## src/rtl/if_fetch_pkg.sv

```systemverilog
// Shared constants and types for the instruction-fetch stage.
// NOP encoding, FSM states and the if_id output tuple.
package if_fetch_pkg;

    localparam logic [4:0]  NOP_OP   = 5'b11111;
    localparam logic [15:0] NOP_WORD = {NOP_OP, 11'b0};

    typedef enum logic {
        S_REQ  = 1'b0,
        S_WAIT = 1'b1
    } fetch_state_e;

    typedef struct packed {
        logic [15:0] pc_addr4;
        logic [15:0] ins;
        logic        if_id_rst;
    } if_out_t;

endpackage

```

## src/rtl/if_fetch_slot.sv

```systemverilog
// One buffered instruction: valid bit, its PC and the fetched word.
// Load wins over clear; clear only drops the valid bit.
module if_slot
    import if_fetch_pkg::*;
#(
    parameter logic [15:0] RESET_PC = 16'h0000
) (
    input  logic        clk,
    input  logic        rst_n,
    input  logic        load,
    input  logic        clear,
    input  logic [15:0] pc_in,
    input  logic [15:0] ins_in,
    output logic        valid,
    output logic [15:0] pc,
    output logic [15:0] ins
);

    logic        valid_q, valid_d;
    logic [15:0] pc_q, pc_d;
    logic [15:0] ins_q, ins_d;

    always_comb begin
        valid_d = valid_q;
        pc_d    = pc_q;
        ins_d   = ins_q;
        if (load) begin
            valid_d = 1'b1;
            pc_d    = pc_in;
            ins_d   = ins_in;
        end else if (clear) begin
            valid_d = 1'b0;
        end
    end

    always_ff @(posedge clk or negedge rst_n) begin
        if (!rst_n) begin
            valid_q <= 1'b0;
            pc_q    <= RESET_PC;
            ins_q   <= NOP_WORD;
        end else begin
            valid_q <= valid_d;
            pc_q    <= pc_d;
            ins_q   <= ins_d;
        end
    end

    assign valid = valid_q;
    assign pc    = pc_q;
    assign ins   = ins_q;

endmodule

```

## src/rtl/if_fetch.sv

```systemverilog
// Instruction-fetch stage: PC, single-outstanding fetch FSM, Cur/Pend
// buffering and the if_id drive mux with stall hold and squash.
module if_fetch
    import if_fetch_pkg::*;
#(
    parameter logic [15:0] RESET_PC = 16'h0000,
    parameter logic [15:0] PC_STEP  = 16'h0001
) (
    input  logic        Clk,
    input  logic        Rst,
    input  logic        Stall,
    input  logic        BranchTaken,
    input  logic [15:0] BranchTarget,
    output logic        ImReq,
    output logic [15:0] ImAddr,
    input  logic        ImReady,
    input  logic        ImValid,
    input  logic [15:0] ImRdata,
    output logic [15:0] PcAddr4,
    output logic [15:0] InsOut,
    output logic        IfIdRst
);

    fetch_state_e state_q, state_d;
    logic [15:0]  pc_q, pc_d;
    logic         drop_q, drop_d;
    if_out_t      prev_q, prev_d;

    logic        cur_valid, pend_valid;
    logic [15:0] cur_pc, cur_ins, pend_pc, pend_ins;
    logic        cur_load, cur_clear, pend_load, pend_clear;
    logic [15:0] cur_pc_in, cur_ins_in;

    logic    redirect, consume, word_ok, im_req;
    if_out_t pres, drv;

    assign redirect = BranchTaken & ~Stall;
    assign consume  = ~Stall;
    // A response is only kept if no squash is pending or happening now.
    assign word_ok  = (state_q == S_WAIT) & ImValid & ~drop_q & ~redirect;

    assign im_req = Rst & (state_q == S_REQ) & ~pend_valid & ~redirect;

    always_comb begin
        pres.pc_addr4  = cur_pc + PC_STEP;
        pres.ins       = cur_valid ? cur_ins : NOP_WORD;
        pres.if_id_rst = ~cur_valid;
        drv = pres;
        if (Stall) begin
            drv = prev_q;
        end else if (BranchTaken) begin
            drv.if_id_rst = 1'b1;
        end
    end

    always_comb begin
        cur_load   = 1'b0;
        cur_clear  = 1'b0;
        pend_load  = 1'b0;
        pend_clear = 1'b0;
        cur_pc_in  = pc_q;
        cur_ins_in = ImRdata;
        if (redirect) begin
            cur_clear  = 1'b1;
            pend_clear = 1'b1;
        end else if (word_ok) begin
            if (!cur_valid || consume) begin
                cur_load = 1'b1;
            end else begin
                pend_load = 1'b1;
            end
        end else if (consume) begin
            if (pend_valid) begin
                cur_load   = 1'b1;
                cur_pc_in  = pend_pc;
                cur_ins_in = pend_ins;
                pend_clear = 1'b1;
            end else begin
                cur_clear = 1'b1;
            end
        end
    end

    always_comb begin
        state_d = state_q;
        pc_d    = pc_q;
        drop_d  = drop_q;
        prev_d  = drv;
        unique case (state_q)
            S_REQ: begin
                if (im_req && ImReady) begin
                    state_d = S_WAIT;
                end
            end
            S_WAIT: begin
                if (ImValid) begin
                    state_d = S_REQ;
                    drop_d  = 1'b0;
                    if (word_ok) begin
                        pc_d = pc_q + PC_STEP;
                    end
                end
            end
            default: state_d = S_REQ;
        endcase
        // The in-flight word belongs to the old path; mark it for discard.
        if (redirect) begin
            pc_d = BranchTarget;
            if (state_q == S_WAIT && !ImValid) begin
                drop_d = 1'b1;
            end
        end
    end

    always_ff @(posedge Clk or negedge Rst) begin
        if (!Rst) begin
            state_q <= S_REQ;
            pc_q    <= RESET_PC;
            drop_q  <= 1'b0;
            prev_q  <= '{pc_addr4: RESET_PC + PC_STEP,
                         ins: NOP_WORD,
                         if_id_rst: 1'b1};
        end else begin
            state_q <= state_d;
            pc_q    <= pc_d;
            drop_q  <= drop_d;
            prev_q  <= prev_d;
        end
    end

    if_slot #(.RESET_PC(RESET_PC)) u_cur (
        .clk    (Clk),
        .rst_n  (Rst),
        .load   (cur_load),
        .clear  (cur_clear),
        .pc_in  (cur_pc_in),
        .ins_in (cur_ins_in),
        .valid  (cur_valid),
        .pc     (cur_pc),
        .ins    (cur_ins)
    );

    if_slot #(.RESET_PC(RESET_PC)) u_pend (
        .clk    (Clk),
        .rst_n  (Rst),
        .load   (pend_load),
        .clear  (pend_clear),
        .pc_in  (pc_q),
        .ins_in (ImRdata),
        .valid  (pend_valid),
        .pc     (pend_pc),
        .ins    (pend_ins)
    );

    assign ImReq   = im_req;
    assign ImAddr  = pc_q;
    assign PcAddr4 = drv.pc_addr4;
    assign InsOut  = drv.ins;
    assign IfIdRst = drv.if_id_rst;

endmodule

```

## config.mk

```make
export PLATFORM = sky130hd
export DESIGN_NAME = if_fetch
export DESIGN_NICKNAME = d
export VERILOG_FILES = /design/src/rtl/if_fetch_pkg.sv /design/src/rtl/if_fetch_slot.sv /design/src/rtl/if_fetch.sv
export SDC_FILE = /design/constraint.sdc
export NUM_CORES = 1
export LEC_CHECK = 0
export CAP_MARGIN = 20
export CORE_ASPECT_RATIO = 1.5
export CORE_MARGIN = 4
export CORE_UTILIZATION = 33
export DETAILED_ROUTE_END_ITERATION = 10
export MAX_ROUTING_LAYER = met4
export SKIP_LAST_GASP = 1
export SYNTH_ARGS = -nofsm -noshare
export SYNTH_HDL_FRONTEND = slang
export SYNTH_HIERARCHICAL = 1
export SYNTH_SLANG_ARGS = --single-unit
export TNS_END_PERCENT = 50
```

## constraint.sdc

```tcl
create_clock -name Clk -period 4 [get_ports Clk]
set_input_delay 0.8 -clock Clk [delete_from_list [all_inputs] [get_ports Clk]]
set_output_delay 0.8 -clock Clk [all_outputs]
set_load 0.02 [all_outputs]
```

==> run_results.csv <==
group,metric,value,unit
sta,relSlewSlack,0.3406,
detailed_routing,drc,0,
sta,timing.final.crit_share,0.8658,
global_routing,grt_pass1_vias,4105,
floorplanning,die-width,116.0,µm
clocking,cts_tree,"yes",
layout,final_net_count,577,
floorplanning,start_util,0.3341,
clocking,clock_path_buffers,2,
clocking,clkSinkCount,117,
floorplanning,fp.coreArea,17270,µm²
floorplanning,rows,59,
detailed_routing,viasPerCell,4.885,
clocking,insertion_delay,0.42,ns
global_routing,grt_usage,0.1474,
power_and_ir_drop,pwr-share-comb,0.277,
floorplanning,pin_count,88,
global_routing,grt_antenna_before_repair,0,
sta,max_freq,0.2887,GHz
layout,area_growth,26.71,%
sta,setup_viol,0,
placement,gp_congestion,0.7850,
detailed_routing,detail-route-antenna-nets,0,
sta,worstMarginPinSlew,0.9870,ns
critical_path,critPathKind,"in2out",
detailed_routing,drt_pass1_iterations,4,
power_and_ir_drop,switching_share,0.2945,
layout,final_cell_mix,"dfrtp_1 (100), clkdlybuf4s50_1 (85), mux2_4 (58)",
layout,fillers,1668,
power_and_ir_drop,clockPowerShare,0.305,
clocking,cts_setup_buffers,0,
synth,ys_seq_area_frac,0.5109,
clocking,htree_levels,4,
synth,async_flop_share,1.000,
power_and_ir_drop,pwr-share-seq,0.418,
critical_path,crit_buf_inv,2,
power_and_ir_drop,vdd_ir_drop_max,0.0003124,V
synth,synth_edf_count,0,
sta,setup_tns,0,ns
critical_path,crit_arrival,2.66,ns
global_routing,grt_start_max_net_pins,66,
sta,slew_viol_final,0,
flow_run,maxCapViolCount,0,
power_and_ir_drop,pwr_density_cell,626.7,nW/µm²
synth,synth_flop_cell,"dfrtp_1",
sta,hold_slack,0.1850,ns
layout,final_common_cell,"dfrtp_1",
clocking,numCtsBuffers,17,
synth,ys_ff_latch,117,
floorplanning,die_area,19710,µm²
synth,synth_cells,448,
critical_path,cp_cell_sequence,"buf_2 -> nor2b_1 -> a22o_1 -> clkdlybuf4s50_1",
clocking,cts_hold_buf,0,
clocking,clkTransAtPathRegs,0.05,ns
run_status,status,"finished, final reports clean",
synth,ys_warn_count,6,
detailed_routing,wl_per_cell,17.34,µm
synth,synth_area_per_cell,12.88,µm²
global_routing,overflow,0,
placement,dp_hpwl,9231,µm
synth,syn_area,5772,µm²
sta,hold_viol_final,0,
detailed_routing,vias,3722,
sta,clock_skew,0.009024,ns
min_path,hold_path_class,"in2async",
sta,period_minus_slack,3.463,ns
critical_path,max_stage_delay,0.79,ns
power_and_ir_drop,p_leak,0.003103,µW
synth,synth_cell_type_count,53,
global_routing,grt_first_pass_wirelength,21860,µm
clocking,post_cts_resized,0,
layout,drive_gt1_frac,0.2933,
clocking,cts-root-buf,"clkbuf_16",
floorplanning,die_h,170.0,µm
critical_path,slowest_stage,"nor2b_1",
critical_path,path_delay_family,"buffers and inverters",
detailed_routing,routed_wl,13220,µm
synth,synth_nets,488,
critical_path,required,3.20,ns
power_and_ir_drop,cell_internal_pwr,3234,µW
critical_path,critPathCaptureType,"output pin",
layout,insertedDiodeCount,0,
sta,rsz0062_at_grt,"no",
power_and_ir_drop,power_switching,1350,µW
placement,port_buffers,87,
critical_path,worst-path-max-fanout,14,
detailed_routing,drt_iter0_markers,177,
critical_path,start_kind,"input port",
worst register-to-register path, stage by stage (launching register included):
cell,delay (ns)
dfrtp_1,0.51
and3b_1,0.36
nor2_1,0.07
nor2_1,0.14
mux2_2,0.53
buf_4,0.31
mux2_4,0.31
stage by stage:
| stage | total power (µW) | area [µm²] | instances | worst slack (ns) | utilization |
|---|---|---|---|---|---|
| after global routing | 4855 | 7313 | 762 | 0.3501 | 0.4234 |
| after floorplan | 2697 | 5772 | 448 | 1.287 | - |
| final | 4584 | 7313 | 762 | 0.5366 | 0.4234 |
| after global placement | 3179 | 6773 | 731 | 0.6175 | 0.3921 |
| after detailed placement | 3212 | 6773 | 731 | 0.5050 | 0.3921 |
| after CTS | 4651 | 7313 | 762 | 0.4832 | 0.4234 |
power by group through the flow:
stage / Clock (µW) / Combinational, µW / Sequential, µW
final: 1400 / 1270 / 1920
after global routing: 1500 / 1380 / 1980
after CTS: 1440 / 1290 / 1920
after detailed placement: 0 / 1280 / 1930
after global placement: 0 / 1260 / 1920
after floorplan: 0 / 846 / 1850
sequential cells by signal (all words and copies together), names as in the netlist, named ones only:
register	cells
u_pend/valid	1
u_cur/valid	1
u_pend/ins	16
ImAddr	16
state_q	1
u_cur/ins	16
prev_q	33
u_pend/pc	16
u_cur/pc	16
cell usage after synthesis (all sizes together), types with 6 or more instances:
master  number  share of area
nand2       42          0.027
inv         11         0.0072
o21ai       23          0.020
nand3        9         0.0087
xnor2       16          0.024
buf         14          0.031
a21oi        8         0.0069
dfstp       17          0.077
nor4         7          0.013
mux2        98           0.23
a22o        11          0.017
nand4        9          0.012
dfrtp      100           0.43
nor3         6         0.0061
clkbuf      11         0.0072
nor2        21          0.014
worst paths after layout:
path	start	end	slack, ns	depth (start not counted)
worst max-delay path	Stall	InsOut[5]	0.54	4
worst min-delay path	Rst	state_q$_DFF_PN0_	0.18	1
worst max register to register	state_q$_DFF_PN0_	u_cur/ins[10]$_DFFE_PN0P_	1.65	6
worst min register to register	prev_q[0]$_DFF_PN1_	prev_q[0]$_DFF_PN1_	0.48	2
max in group asynchronous	Rst	u_cur/pc[1]$_DFFE_PN0P_	2.12	3
min in group Clk	prev_q[0]$_DFF_PN1_	prev_q[0]$_DFF_PN1_	0.48	2
routing by layer:
layer / global-route usage / wire length (µm) / vias up
met5: - / 0 / -
met3: 0.03131 / 427 / 18
met1: 0.1811 / 5805 / 1856
li1: - / - / 1775
met2: 0.2345 / 6771 / 73
met4: 0.06108 / 212 / 0
layout make-up:
class,count,area [µm²],share of cell area
Sequential cell,117,2949,0.4033
Multi-Input combinational cell,295,2567,0.3511
Timing Repair Buffer,95,948.4,0.1297
Clock buffer,25,485.5,0.06638
Tap cell,213,266.5,0.03644
Clock inverter,6,55.05,0.007528
Inverter,11,41.29,0.005646
kinds of logic after synthesis:
logic type,Yosys count,synth area share
muxes,101,0.2341
adders and majority gates,2,0.004335
DFF,117,0.5109
AOI/OAI and AO/OA,56,0.06200
buffers and inverters,36,0.04574
and+or+nand+nor,115,0.1110
xor gates and xnor gates,21,0.03187
Note: power is estimated with default switching activity, not from simulation.
